<file path="src/rtl/vga_rx_if.sv">
// Packed-pixel stream leaving vga_rx: first-word-fall-through valid/ready with a start-of-frame tag.
interface vga_rx_if;
    logic        valid;
    logic        ready;
    logic [31:0] data;
    logic        sof;

    modport master (output valid, output data, output sof, input ready);
    modport slave  (input valid, input data, input sof, output ready);
endinterface

</file>
<file path="src/rtl/vga_rx.sv">
// VGA/LCD receive front-end: registers the RGB565 bus, measures line/frame timing,
// packs visible pixel pairs into 32-bit words and queues them in a small FWFT FIFO.
module vga_rx #(
    parameter int unsigned FIFO_DEPTH = 4,
    parameter int unsigned CNT_WIDTH  = 12
) (
    input  logic         clk_i,
    input  logic         rst_i,
    input  logic         en_i,
    input  logic         hspol_i,
    input  logic         vspol_i,
    input  logic [4:0]   vga_r_i,
    input  logic [5:0]   vga_g_i,
    input  logic [4:0]   vga_b_i,
    input  logic         vga_hsync_i,
    input  logic         vga_vsync_i,
    input  logic         vga_de_i,
    vga_rx_if.master     pix,
    output logic [15:0]  meas_hvlen_o,
    output logic [15:0]  meas_vvlen_o,
    output logic [9:0]   meas_hsnsize_o,
    output logic [9:0]   meas_vsnsize_o,
    output logic         meas_vld_o,
    output logic         frame_done_o,
    output logic         ovf_o,
    input  logic         ovf_clr_i
);

    localparam int unsigned AW = (FIFO_DEPTH > 1) ? $clog2(FIFO_DEPTH) : 1;
    localparam logic [CNT_WIDTH-1:0] CNT_MAX = '1;

    typedef enum logic {ST_WAIT, ST_RUN} state_t;
    state_t state, state_nx;

    function automatic logic [CNT_WIDTH-1:0] sat_inc(input logic [CNT_WIDTH-1:0] v);
        return (v == CNT_MAX) ? v : v + CNT_WIDTH'(1);
    endfunction

    logic [15:0] pix_s1;
    logic        hs_s1, vs_s1, de_s1;
    logic        hs_d, vs_d, de_d;
    logic        hs_rise, hs_fall, vs_rise, vs_fall, de_fall;
    logic        run;

    always_ff @(posedge clk_i) begin
        if (rst_i) begin
            pix_s1 <= '0;
            hs_s1  <= 1'b0;
            vs_s1  <= 1'b0;
            de_s1  <= 1'b0;
            hs_d   <= 1'b0;
            vs_d   <= 1'b0;
            de_d   <= 1'b0;
        end else begin
            pix_s1 <= {vga_r_i, vga_g_i, vga_b_i};
            hs_s1  <= vga_hsync_i ^ ~hspol_i;
            vs_s1  <= vga_vsync_i ^ ~vspol_i;
            de_s1  <= vga_de_i;
            hs_d   <= hs_s1;
            vs_d   <= vs_s1;
            de_d   <= de_s1;
        end
    end

    assign hs_rise = hs_s1 & ~hs_d;
    assign hs_fall = ~hs_s1 & hs_d;
    assign vs_rise = vs_s1 & ~vs_d;
    assign vs_fall = ~vs_s1 & vs_d;
    assign de_fall = ~de_s1 & de_d;

    // Capture only starts on a vsync rising edge, so a partial frame is never measured or packed.
    always_ff @(posedge clk_i) begin
        if (rst_i) state <= ST_WAIT;
        else       state <= state_nx;
    end

    always_comb begin
        state_nx = state;
        run      = 1'b0;
        case (state)
            ST_WAIT: begin
                if (en_i && vs_rise) begin
                    state_nx = ST_RUN;
                    run      = 1'b1;
                end
            end
            ST_RUN: begin
                if (en_i) run = 1'b1;
                else      state_nx = ST_WAIT;
            end
            default: state_nx = ST_WAIT;
        endcase
    end

    logic [CNT_WIDTH-1:0] hcnt, lcnt, hs_cnt, vs_cnt, shadow_h;
    logic [15:0]          half;
    logic                 half_vld;
    logic                 sof_tag;
    logic                 push;
    logic [31:0]          push_word;
    logic                 commit;

    always_comb begin
        push      = 1'b0;
        push_word = '0;
        if (run && half_vld) begin
            if (de_s1) begin
                push      = 1'b1;
                push_word = {pix_s1, half};
            end else if (de_fall) begin
                push      = 1'b1;
                push_word = {16'h0000, half};
            end
        end
    end

    assign commit = run & vs_rise & (lcnt != '0);

    always_ff @(posedge clk_i) begin
        if (rst_i || !run) begin
            hcnt     <= '0;
            lcnt     <= '0;
            hs_cnt   <= '0;
            vs_cnt   <= '0;
            shadow_h <= '0;
            half     <= '0;
            half_vld <= 1'b0;
            sof_tag  <= 1'b0;
        end else begin
            if (de_s1) begin
                hcnt <= sat_inc(hcnt);
            end else if (de_fall) begin
                shadow_h <= hcnt;
                lcnt     <= sat_inc(lcnt);
                hcnt     <= '0;
            end
            if (vs_rise) lcnt <= '0;

            hs_cnt <= hs_s1 ? sat_inc(hs_cnt) : '0;
            if (vs_rise)             vs_cnt <= hs_rise ? CNT_WIDTH'(1) : '0;
            else if (vs_s1 && hs_rise) vs_cnt <= sat_inc(vs_cnt);

            if (de_s1) begin
                if (half_vld) begin
                    half_vld <= 1'b0;
                end else begin
                    half     <= pix_s1;
                    half_vld <= 1'b1;
                end
            end else if (de_fall) begin
                half_vld <= 1'b0;
            end

            if (push)    sof_tag <= 1'b0;
            if (vs_rise) sof_tag <= 1'b1;
        end
    end

    always_ff @(posedge clk_i) begin
        if (rst_i) begin
            meas_hvlen_o   <= '0;
            meas_vvlen_o   <= '0;
            meas_hsnsize_o <= '0;
            meas_vsnsize_o <= '0;
            meas_vld_o     <= 1'b0;
            frame_done_o   <= 1'b0;
        end else begin
            frame_done_o <= commit;
            if (commit) begin
                meas_hvlen_o <= 16'(shadow_h);
                meas_vvlen_o <= 16'(lcnt);
                meas_vld_o   <= 1'b1;
            end
            if (run && hs_fall) meas_hsnsize_o <= 10'(hs_cnt);
            if (run && vs_fall) meas_vsnsize_o <= 10'(vs_cnt);
        end
    end

    logic [32:0]   mem [FIFO_DEPTH];
    logic [AW-1:0] wr_ptr, rd_ptr;
    logic [AW:0]   count;
    logic          full, pop, wr_ok;
    logic [32:0]   head;

    assign full      = (count == (AW+1)'(FIFO_DEPTH));
    assign pop       = pix.valid & pix.ready;
    assign wr_ok     = push & (~full | pop);
    assign head      = mem[rd_ptr];
    assign pix.valid = (count != '0);
    assign pix.data  = pix.valid ? head[31:0] : '0;
    assign pix.sof   = pix.valid & head[32];

    always_ff @(posedge clk_i) begin
        if (wr_ok) mem[wr_ptr] <= {sof_tag, push_word};
    end

    always_ff @(posedge clk_i) begin
        if (rst_i || !en_i) begin
            wr_ptr <= '0;
            rd_ptr <= '0;
            count  <= '0;
        end else begin
            if (wr_ok) wr_ptr <= wr_ptr + AW'(1);
            if (pop)   rd_ptr <= rd_ptr + AW'(1);
            case ({wr_ok, pop})
                2'b10:   count <= count + (AW+1)'(1);
                2'b01:   count <= count - (AW+1)'(1);
                default: count <= count;
            endcase
        end
    end

    // A dropped word sets the flag even if a clear arrives in the same cycle.
    always_ff @(posedge clk_i) begin
        if (rst_i)                     ovf_o <= 1'b0;
        else if (push && full && !pop) ovf_o <= 1'b1;
        else if (ovf_clr_i)            ovf_o <= 1'b0;
    end

endmodule

</file>
<file path="src/flat_wrapper.sv">
// flat-port wrapper written by rule: the top's interface ports become plain ports
module vga_rx_flat 
#(
    parameter int unsigned FIFO_DEPTH = 4,
    parameter int unsigned CNT_WIDTH  = 12
)
  (clk_i, rst_i, en_i, hspol_i, vspol_i, vga_r_i, vga_g_i, vga_b_i, vga_hsync_i, vga_vsync_i, vga_de_i, meas_hvlen_o, meas_vvlen_o, meas_hsnsize_o, meas_vsnsize_o, meas_vld_o, frame_done_o, ovf_o, ovf_clr_i, pix_valid, pix_data, pix_sof, pix_ready);
  vga_rx_if pix_i ();
  input  logic clk_i;
  input  logic rst_i;
  input  logic en_i;
  input  logic hspol_i;
  input  logic vspol_i;
  input  logic [4:0] vga_r_i;
  input  logic [5:0] vga_g_i;
  input  logic [4:0] vga_b_i;
  input  logic vga_hsync_i;
  input  logic vga_vsync_i;
  input  logic vga_de_i;
  output logic [15:0] meas_hvlen_o;
  output logic [15:0] meas_vvlen_o;
  output logic [9:0] meas_hsnsize_o;
  output logic [9:0] meas_vsnsize_o;
  output logic meas_vld_o;
  output logic frame_done_o;
  output logic ovf_o;
  input  logic ovf_clr_i;
  output wire logic [$bits(pix_i.valid)-1:0] pix_valid;
  output wire logic [$bits(pix_i.data)-1:0] pix_data;
  output wire logic [$bits(pix_i.sof)-1:0] pix_sof;
  input wire logic [$bits(pix_i.ready)-1:0] pix_ready;
  assign pix_valid = pix_i.valid;
  assign pix_data = pix_i.data;
  assign pix_sof = pix_i.sof;
  assign pix_i.ready = pix_ready;
  vga_rx #(.FIFO_DEPTH(FIFO_DEPTH), .CNT_WIDTH(CNT_WIDTH)) u_core (.clk_i(clk_i), .rst_i(rst_i), .en_i(en_i), .hspol_i(hspol_i), .vspol_i(vspol_i), .vga_r_i(vga_r_i), .vga_g_i(vga_g_i), .vga_b_i(vga_b_i), .vga_hsync_i(vga_hsync_i), .vga_vsync_i(vga_vsync_i), .vga_de_i(vga_de_i), .pix(pix_i), .meas_hvlen_o(meas_hvlen_o), .meas_vvlen_o(meas_vvlen_o), .meas_hsnsize_o(meas_hsnsize_o), .meas_vsnsize_o(meas_vsnsize_o), .meas_vld_o(meas_vld_o), .frame_done_o(frame_done_o), .ovf_o(ovf_o), .ovf_clr_i(ovf_clr_i));
endmodule
</file>
<file path="config.mk">
export PLATFORM = sky130hd
export DESIGN_NAME = vga_rx_flat
export DESIGN_NICKNAME = d
export VERILOG_FILES = /design/src/rtl/vga_rx_if.sv /design/src/rtl/vga_rx.sv /design/src/flat_wrapper.sv
export SDC_FILE = /design/constraint.sdc
export NUM_CORES = 1
export LEC_CHECK = 0
export BUFFER_PORTS_ARGS = -buffer_cell sky130_fd_sc_hd__buf_2
export CORE_MARGIN = 1
export CORE_UTILIZATION = 47
export CTS_BUF_LIST = sky130_fd_sc_hd__clkbuf_8 sky130_fd_sc_hd__clkbuf_16
export DETAILED_ROUTE_END_ITERATION = 8
export PLACE_DENSITY = 0.66
export SKIP_CTS_REPAIR_TIMING = 1
export SLEW_MARGIN = 20
export SYNTH_ARGS = -nofsm -noshare
export SYNTH_HDL_FRONTEND = slang
export SYNTH_SLANG_ARGS = --single-unit
</file>
<file path="constraint.sdc">
create_clock -name clk_i -period 7.15 [get_ports clk_i]
set_input_delay 0.715 -clock clk_i [delete_from_list [all_inputs] [get_ports clk_i]]
set_output_delay 0.715 -clock clk_i [all_outputs]
set_load 0.01 [all_outputs]
</file>
* Word level (Yosys, flattened, before mapping)
Memory sizes are Yosys's and may differ from the RTL's. A register that Yosys moved wholly into a read port is not among the register bits.
Cells that the tools add are included.
** Word-level totals
- Bits in registers :: 155
- Bits in latches :: 0
- RAM bits :: 132
- Bits in read-only memories :: 0
- Input bits :: 26
- Output and inout bits :: 89
- Logic and storage cells :: 123
- Memories :: 1
** Operators by class
- Add/sub/neg operators :: 8
- Multiply operators :: 0
- Divide/modulo/power cells :: 0
- Order comparisons :: 0
- Equal/unequal tests :: 9
- Shift operators :: 0
- Muxes and demuxes :: 29
- Bitwise gates (word level) :: 24
- Reduce and logical (&&, ||, !) cells :: 26
** Memory list
- u_core.mem :: words 4, bits a word 33, rd ports 1, clocked after Yosys merged registers in 1, wr ports 1, RTL line vga_rx.sv:179 : logic [32:0] mem [FIFO_DEPTH];
** Operators with widths (count)
- $mux 32 :: 3
- $mux 12 :: 6
- $add 12x1->12 const B :: 4
- $eq 12x12->1 const B :: 4
- $mux 16 :: 1
- $mux 1 :: 15
- $reduce_bool 12->1 :: 1
- $not 1->1 :: 11
- $and 1x1->1 :: 10
- $reduce_bool 2->1 :: 5
- $reduce_and 2->1 :: 4
- $logic_and 1x1->1 :: 7
- $pmux 3 s2 :: 1
- $add 2x1->2 const B :: 2
- $mux 2 :: 2
- $reduce_or 2->1 :: 2
- $add 3x1->3 const B :: 1
- $eq 3x3->1 const B :: 1
- $logic_not 1->1 :: 3
- $reduce_and 3->1 :: 1
- $reduce_bool 3->1 :: 1
- $sub 3x1->3 const B :: 1
- $eq 2x1->1 const B :: 1
- $eq 2x2->1 const B :: 1
- other kinds (6) :: 8

* Longest topological paths before layout
Gate-level depths: netlist of run 1.
- Word-level depth :: 10
- Gate-level depth with buffers :: 9
- Depth with buffers taken out :: 7

* Worst setup path after synthesis of run 1
No wires, ideal clock.
- Path type :: input port to flip-flop
- From :: in en_i
- To :: mem u_core.mem[0][0], enable pin
- Setup time :: 393 ps
- Arrival time :: 2168 ps
- Data required time :: 6757 ps
- Path slack :: 4589 ps
- Stages on the path :: 4
- Path buffers :: 0
- Cell sequence :: nand2_1 > a211o_1 > nor2_1 > and2_1
** Between the ends
- Cells in the longest elaborated chain, start to end :: 8
- Elaborated cells on any way between the ends :: 9
- Classes of those cells :: mux: 6; bitwise: 1; reduce/logical: 2
** RTL lines
- start: declaration :: RTL line flat_wrapper.sv:11 : input logic en_i;
- $logic_and 1x1->1 :: RTL line vga_rx.sv:82 : if (en_i && vs_rise) begin
- $mux 1 :: RTL line vga_rx.sv:82
- $pmux 1 s2 * :: RTL line vga_rx.sv:80 : case (state)
- $logic_and 1x1->1 * :: RTL line vga_rx.sv:106 : if (run && half_vld) begin
- $mux 1 * :: RTL line vga_rx.sv:106
- $and 1x1->1 * :: RTL line vga_rx.sv:187 : assign wr_ok = push & (~full | pop);
- $mux 1 * :: RTL line vga_rx.sv:194 : if (wr_ok) mem[wr_ptr] <= {sof_tag, push_word};
- $mux 1 (implied by the code) * :: RTL line vga_rx.sv:194
- end: declaration :: RTL line vga_rx.sv:179
Every way passes the cells marked *; elsewhere a longest branch is shown, timed or not.

==> flow_summary.toml, run 1 <==
[setup_path]
r2r_cells = 5
ff2ff_setup_slack_ps = 4740
r2r-end = "u_core.mem[1][30]"
cp_num_buf_inv = 2
path_depth = 4
critPathTopFamily = "buffers and inverters"
endpoint_kind = "primary output"
worstPathRequired_ps = 6430
cp_slowest_cell = "mux4_2"
cp_cell_sequence = "buf_4, mux4_2, and2_1, buf_2"
critPathLaunchType = "flop"
crit_type = "reg2out"
r2r_start = "u_core.de_s1"
worst-endpoint-arrival_ps = 2350
critPathMaxStageDelay_ps = 600
cp_max_fo = 33

[sta]
clock_skew_ps = 12.9
tightest_slew_ps = 1110
slew_headroom_pct = 25.9
period_needed_ps = 3070
final_max_slew_viol_count = 0
hold_viol = 0
whs_ps = 378
setup_viol = 0
setup_slack_ps = 4080
rsz0062_at_grt = "no"
max_clock_freq_ghz = 0.326
finalCritPeriodShare_pct = 42.9
finalSetupTns_ps = 0

[floorplanning]
die_area_um2 = 24800
start_util_pct = 48.1
ios = 115
core_um2 = 23600
die_w_um = 157
num_rows = 56
dieHeight_um = 157

[synthesis]
synth_area_um2 = 11400
postSynth.asyncResetShare_pct = 0
synth_seq_cells = 289
yosys_warnings = 0
syn_area_per_cell_um2 = 12.2
synth-main-ff-cell = "dfxtp_1"
synth_edf_count = 132
ys_types = 50
yosysSeqAreaShare_pct = 62.6
synth_cells = 932

[grt]
grtUsageTotal_pct = 17.9
grt_overflow = 0
grt_pass1_vias = 6842
grt_max_degree = 71
grt_pass1_wl_mm = 34.7
antenna_found_initial = 0

[drt]
wl_mm = 21.6
drt-initial-drc-count = 383
wl_met2_mm = 10.4
avgViaCountPerCell = 5.10
wl_per_cell_um = 15.7
firstDrtPassIters = 4
drc_errors = 0
wl_met1_mm = 9.75
route.met3.wl_um = 921
via_count = 7003
ant_nets = 0
dr.max_layer_used = "met4"

[hold_path]
whs_path_depth = 2
hold_class = "in2reg"
worstHoldStart = "vga_r_i[1]"
hold_end = "u_core.pix_s1[12]"

[finish]
n_fill_cell = 2049
drive_gt1_share_pct = 18.9
num_antenna_cells = 0
regMostFlops = "u_core.mem"
area_growth_pct = 15.5
final_util_pct = 55.6
largest_reg_flops = 132
reg_top3 = "u_core.mem x132, u_core.half x16, u_core.pix_s1 x16"
num-nets-final = 1068

[place]
place.gp.congestion = 0.774
dp_hpwl_mm = 13.5
port_buffers = 106
pre_cts_slack_ps = 4310

[outcome]
outcome = "completed"

[clock_network]
cts_tree = "built"
cts_sinks = 289
htreeDepth = 1
cts_root_buffer = "clkbuf_16"
cts_buffers = 29
clockBufferDepth = 3
clk_pin_slew_ps = 60
clk_latency_ps = 550

[flow_run]
cap_violations = 0

[pwr]
vdd_drop_max_mv = 0.182
power_w = 0.00330
power.leakage_nw = 4.79
cellPowerDensity_nw_per_um2 = 251
[stage by stage]
stage               cells  instance area (um^2)
floorplan             939                 11400
global placement     1320                 12100
detailed placement   1320                 12100
CTS                  1374                 13100
global route         1374                 13100
finish               1374                 13100
[logic make-up (layout without fill, tap and decap cells)]
group | Yosys count | in the layout | synth area share (%)
and+or+nand+nor | 381 | 381 | 16.7
DFF | 289 | 289 | 62.6
AOI/OAI and AO/OA | 75 | 75 | 3.83
muxes | 73 | 73 | 10.1
buffers and inverters | 66 | 182 | 2.73
xor gates and xnor gates | 37 | 37 | 2.85
adders and majority gates | 10 | 10 | 1.17
other | 1 | 8 | 0.0330
[Yosys cell counts (12+ instances only)]
cell type | number | share of area, %
xor2_1 | 16 | 1.2
dfxtp_1 | 157 | 28
xnor2_1 | 21 | 1.6
nand2_1 | 103 | 3.4
mux4_2 | 33 | 6.5
and2_1 | 70 | 3.9
mux2i_1 | 39 | 3.4
nand3_1 | 12 | 0.53
clkbuf_1 | 35 | 1.2
nand4_1 | 15 | 0.83
nor2_1 | 93 | 3.1
edfxtp_1 | 132 | 35
a21oi_1 | 51 | 2.2
nor2b_1 | 25 | 1.4
nor3_1 | 20 | 0.88
[cell type report]
| type | instances | area [um^2] | area share [%] |
|---|---|---|---|
| Timing Repair Buffer | 117 | 613 | 4.67 |
| Inverter | 11 | 41.3 | 0.315 |
| Clock inverter | 22 | 196 | 1.50 |
| Clock buffer | 32 | 778 | 5.93 |
| Sequential cell | 289 | 7110 | 54.2 |
| Tap cell | 319 | 399 | 3.04 |
| Multi-Input combinational cell | 584 | 3980 | 30.4 |
[worst max-delay path by stage]
stage,end,slack [ps]
global route,pix_data[18],3930
finish,pix_data[18],4080
floorplan,u_core.mem[0][0],4590
global placement,u_core.vs_cnt[2],4340
detailed placement,u_core.vs_cnt[2],4310
CTS,pix_data[18],4020
[layer usage]
layer,global-route usage (%),vias up
met5,0,-
met4,5.36,0
met3,2.67,41
met2,30.7,139
met1,23.5,3359
li1,-,3464
[power breakdown]
group          internal, W  switching, W
clock network     0.000919      0.000604
registers          0.00172    0.00000697
logic            0.0000153     0.0000332
total              0.00266      0.000644
[cells in the final DEF, fill, tap and decap left out, drive strengths merged, types with 16 or more instances in the layout]
cell type  instances
dfxtp            157
edfxtp           132
buf              117
nand2            103
nor2              93
and2              70
a21oi             51
mux2i             39
mux4              33
clkbuf            32
nor2b             25
inv               24
xnor2             21
nor3              21
xor2              16
Power figures use the tool's default switching activity.
==> inputs of run 2 (changes only) <==
--- a/config.mk
+++ b/config.mk
@@ -10,7 +10,7 @@
 export CORE_UTILIZATION = 47
 export CTS_BUF_LIST = sky130_fd_sc_hd__clkbuf_8 sky130_fd_sc_hd__clkbuf_16
 export DETAILED_ROUTE_END_ITERATION = 8
-export PLACE_DENSITY = 0.66
+export PLACE_DENSITY = 0.68
 export SKIP_CTS_REPAIR_TIMING = 1
 export SLEW_MARGIN = 20
 export SYNTH_ARGS = -nofsm -noshare
==> constraint.sdc (replaced) <==
create_clock -name clk_i -period 2.56 [get_ports clk_i]
set_input_delay 0.256 -clock clk_i [delete_from_list [all_inputs] [get_ports clk_i]]
set_output_delay 0.256 -clock clk_i [all_outputs]
set_load 0.01 [all_outputs]
==> run 2 against run 1 <==
Hold slack lost 370 ps. Design area grew 2.0%. Combinational power grew to 3.2 times the previous value. Core utilization grew 1.1 points. Wire length grew 1.3%. Clock power grew to 2.6 times the previous value. Die area is the same. Non-clock buffer count grew 25. Sequential power grew to 2.8 times the previous value. Register-to-register slack lost 4300 ps. Critical path type unchanged. Highest routed layer unchanged.
==> flow_summary.toml, run 2 (synthesis results as in run 1) <==
[clock_network]
clockBufferDepth = 3
cts_sinks = 289
cts_tree = "built"
clk_pin_slew_ps = 60
cts_root_buffer = "clkbuf_16"
clk_latency_ps = 540
htreeDepth = 1
cts_buffers = 29

[sta]
setup_viol = 0
max_clock_freq_ghz = 0.435
rsz0062_at_grt = "no"
clock_skew_ps = 11.3
period_needed_ps = 2300
finalSetupTns_ps = 0
finalCritPeriodShare_pct = 89.8
setup_slack_ps = 262
slew_headroom_pct = 44.5
tightest_slew_ps = 831
whs_ps = 5.00
final_max_slew_viol_count = 0
hold_viol = 0

[drt]
via_count = 7019
firstDrtPassIters = 4
ant_nets = 0
avgViaCountPerCell = 5.02
wl_per_cell_um = 15.6
drc_errors = 0
wl_mm = 21.9
drt-initial-drc-count = 330

[pwr]
vdd_drop_max_mv = 0.435
power.leakage_nw = 4.89
power_w = 0.00900
cellPowerDensity_nw_per_um2 = 673

[hold_path]
hold_class = "in2reg"

[setup_path]
cp_max_fo = 33
critPathLaunchType = "flop"
worst-endpoint-arrival_ps = 2040
worstPathRequired_ps = 2300
endpoint_kind = "primary output"
crit_type = "reg2out"

[grt]
antenna_found_initial = 0
grtUsageTotal_pct = 17.8
grt_max_degree = 44
grt_pass1_wl_mm = 34.8
grt_pass1_vias = 6836
grt_overflow = 0

[outcome]
outcome = "completed"

[floorplanning]
start_util_pct = 48.1
dieHeight_um = 157
num_rows = 56
die_w_um = 157
core_um2 = 23600
die_area_um2 = 24800
ios = 115

[finish]
drive_gt1_share_pct = 19.6
num-nets-final = 1093
num_antenna_cells = 0
final_common_cell = "dfxtp_1"
final_cell_mix = "156 x dfxtp_1, 132 x edfxtp_1, 106 x buf_2"
reg_top3 = "u_core.mem x132, u_core.half x16, u_core.pix_s1 x16"
final_util_pct = 56.7
largest_reg_flops = 132
regMostFlops = "u_core.mem"
area_growth_pct = 17.8

[place]
pre_cts_slack_ps = 485
place.gp.congestion = 0.777
dp_hpwl_mm = 13.9
port_buffers = 106

[flow_run]
cap_violations = 0
==> run 2: per-layer routing <==
metal / GRT usage, % / vias to the layer above / share of wire, %
li1: - / 3513 / -
met1: 22.8 / 3357 / 45
met2: 31.8 / 127 / 49
met3: 2.84 / 22 / 4.1
met4: 3.93 / 0 / 1.2
met5: 0 / - / 0
==> run 2: path summary, 6_finish.rpt <==
check	slack, ps	from	to	cells after the start
worst min-delay path	5	vga_hsync_i	u_core.hs_s1	3
worst max-delay path	260	flop	pix_sof	4
worst min register to register	450	u_core.half[11]	u_core.half[11]	2
worst max register to register	470	u_core.de_s1	u_core.mem[3][5]	5
==> run 2: power breakdown <==
group	switching (W)	internal, W	leakage [nW]
clock	0.00167	0.00234	0.495
sequential	0.0000208	0.00481	2.49
combinational	0.0000946	0.0000624	1.90
==> run 2: through the flow <==
stage	std cells	cell area, um^2
after floorplan	939	11400
after global placement	1327	12300
after detailed placement	1327	12300
after CTS	1379	13200
after global routing	1397	13400
final	1397	13400
==> run 2: layout make-up <==
type / count / area (um^2)
fill: 1976 / 10200
clock inverter: 15 / 68.8
clock buffer: 37 / 858
sequential: 289 / 7110
multi-input combinational: 584 / 3980
inverter: 11 / 41.3
timing repair buffer: 142 / 921
tap: 319 / 399
==> run 2: worst max-delay path: stages, from the launching register on <==
cell and delay [ps]:
dfxtp_2 340, buf_12 260, mux4_2 550, and2_1 190, buf_2 140
==> inputs of run 3 (changes only) <==
--- a/config.mk
+++ b/config.mk
@@ -10,7 +10,7 @@
 export CORE_UTILIZATION = 47
 export CTS_BUF_LIST = sky130_fd_sc_hd__clkbuf_8 sky130_fd_sc_hd__clkbuf_16
 export DETAILED_ROUTE_END_ITERATION = 8
-export PLACE_DENSITY = 0.68
+export PLACE_DENSITY = 0.66
 export SKIP_CTS_REPAIR_TIMING = 1
 export SLEW_MARGIN = 20
 export SYNTH_ARGS = -nofsm -noshare
==> constraint.sdc (replaced) <==
create_clock -name clk_i -period 2.34 [get_ports clk_i]
set_input_delay 0.234 -clock clk_i [delete_from_list [all_inputs] [get_ports clk_i]]
set_output_delay 0.234 -clock clk_i [all_outputs]
set_load 0.01 [all_outputs]
==> run 3 against run 2 <==
Clock power grew 17%. Clock skew grew 1.6 ps. Count of clock-buffer cells in the layout is the same. Combinational power grew 19%. First-iteration DRC count grew 20%. Die area is the same.
==> flow_summary.toml, run 3 (synthesis results as in run 1) <==
[drt]
ant_nets = 0
firstDrtPassIters = 5
wl_per_cell_um = 16.4
drt-initial-drc-count = 395
drc_errors = 0
wl_mm = 23.2
avgViaCountPerCell = 5.12
via_count = 7239

[floorplanning]
core_um2 = 23600
ios = 115
die_area_um2 = 24800
dieHeight_um = 157
num_rows = 56
die_w_um = 157
start_util_pct = 48.1

[flow_run]
cap_violations = 0

[grt]
grt_max_degree = 69
grt_pass1_vias = 7005
antenna_found_initial = 0
grt_busiest_layer = "met2"
grt_overflow = 0
use_met3_pct = 3.41
grtUsageTotal_pct = 19.0
grt_pass1_wl_mm = 36.9
gr-usage-met2_pct = 33.1
met1_usage_pct = 24.5

[clock_network]
clockBufferDepth = 3
cts_root_buffer = "clkbuf_16"
cts_sinks = 289
cts_buffers = 30
cts_tree = "built"
clk_latency_ps = 550
htreeDepth = 1
clk_pin_slew_ps = 60

[finish]
final_common_cell = "dfxtp_1"
drive_gt1_share_pct = 20.7
area_growth_pct = 19.7
num-nets-final = 1106
regMostFlops = "u_core.mem"
reg_top3 = "u_core.mem x132, u_core.half x16, u_core.pix_s1 x16"
final_util_pct = 57.6
num_antenna_cells = 0
largest_reg_flops = 132
final_cell_mix = "156 x dfxtp_1, 132 x edfxtp_1, 106 x buf_2"

[sta]
clock_skew_ps = 12.9
final_max_slew_viol_count = 0
max_clock_freq_ghz = 0.441
finalCritPeriodShare_pct = 96.9
slew_headroom_pct = 48.8
tightest_slew_ps = 767
period_needed_ps = 2270
setup_viol = 0
rsz0062_at_grt = "no"
hold_viol = 0
finalSetupTns_ps = 0

[place]
port_buffers = 106
place.gp.congestion = 0.764
dp_hpwl_mm = 14.3

[outcome]
outcome = "completed"

[setup_path]
cp_max_fo = 16
critPathLaunchType = "flop"
endpoint_kind = "primary output"
crit_type = "reg2out"
worstPathRequired_ps = 2110
worst-endpoint-arrival_ps = 2030

[pwr]
vdd_drop_max_mv = 0.543
cellPowerDensity_nw_per_um2 = 749
power.leakage_nw = 5.00

[hold_path]
hold_class = "in2reg"
run 3: changes by cell type in the layout (fill, tap and decap cells not counted):
cell	change
buf_4	+6
bufinv_16	+2
inv_1	+1
clkinv_4	+1
and2_2	+4
clkbuf_16	+2
dlygate4sd3_1	+4
inv_6	+1
or3_1	-1
or3_4	+1
and2_1	-4
inv_4	-1
run 3: metrics by stage:
| stage | cell area (um^2) | hold WS [ps] | power, W | worst slack (ps) | cells |
|---|---|---|---|---|---|
| floorplan | 11400 | 362 | 0.00549 | 296 | 939 |
| global placement | 12300 | 437 | 0.00555 | 308 | 1333 |
| detailed placement | 12300 | 445 | 0.00555 | 279 | 1333 |
| CTS | 13300 | -127 | 0.0103 | -58.1 | 1389 |
| global route | 13600 | 42.0 | 0.0105 | 2.33 | 1413 |
| finish | 13600 | 28.7 | 0.0102 | 72.8 | 1413 |
run 3: layer usage:
metal	vias up	part of all wire, %	wire length (um)
li1	3548	-	-
met1	3510	44	10300
met2	145	50	11600
met3	36	3.7	857
met4	0	2.0	475
met5	-	0	0
run 3: path summary, 6_finish.rpt:
path	slack [ps]	from	end	depth (start not counted)
setup reg to reg	280	u_core.vs_s1	u_core.mem[0][19]	5
hold reg to reg	450	u_core.meas_vsnsize_o[1]	u_core.meas_vsnsize_o[1]	2
hold / removal	30	ovf_clr_i	u_core.ovf_o	4
setup / recovery	70	flop	pix_data[30]	4
run 3: worst max-delay path, cell delays in order (launching register included):
cell	delay, ps
dfxtp_2	420
clkbuf_16	250
mux4_2	510
and2_1	160
buf_2	130
run 3: power by group:
part | internal [W] | leakage [nW] | switching (W)
clock network | 0.00280 | 0.533 | 0.00192
registers | 0.00526 | 2.49 | 0.0000222
logic | 0.0000783 | 1.97 | 0.000109
total | 0.00814 | 5.00 | 0.00205
run 3: cell type report:
type                       instances  area (um^2)
inverter                          11         41.3
fill                            1976        10000
clock inverter                    19          144
multi-input combinational        584         3990
clock buffer                      37          858
timing repair buffer             154         1060
sequential                       289         7110
tap                              319          399
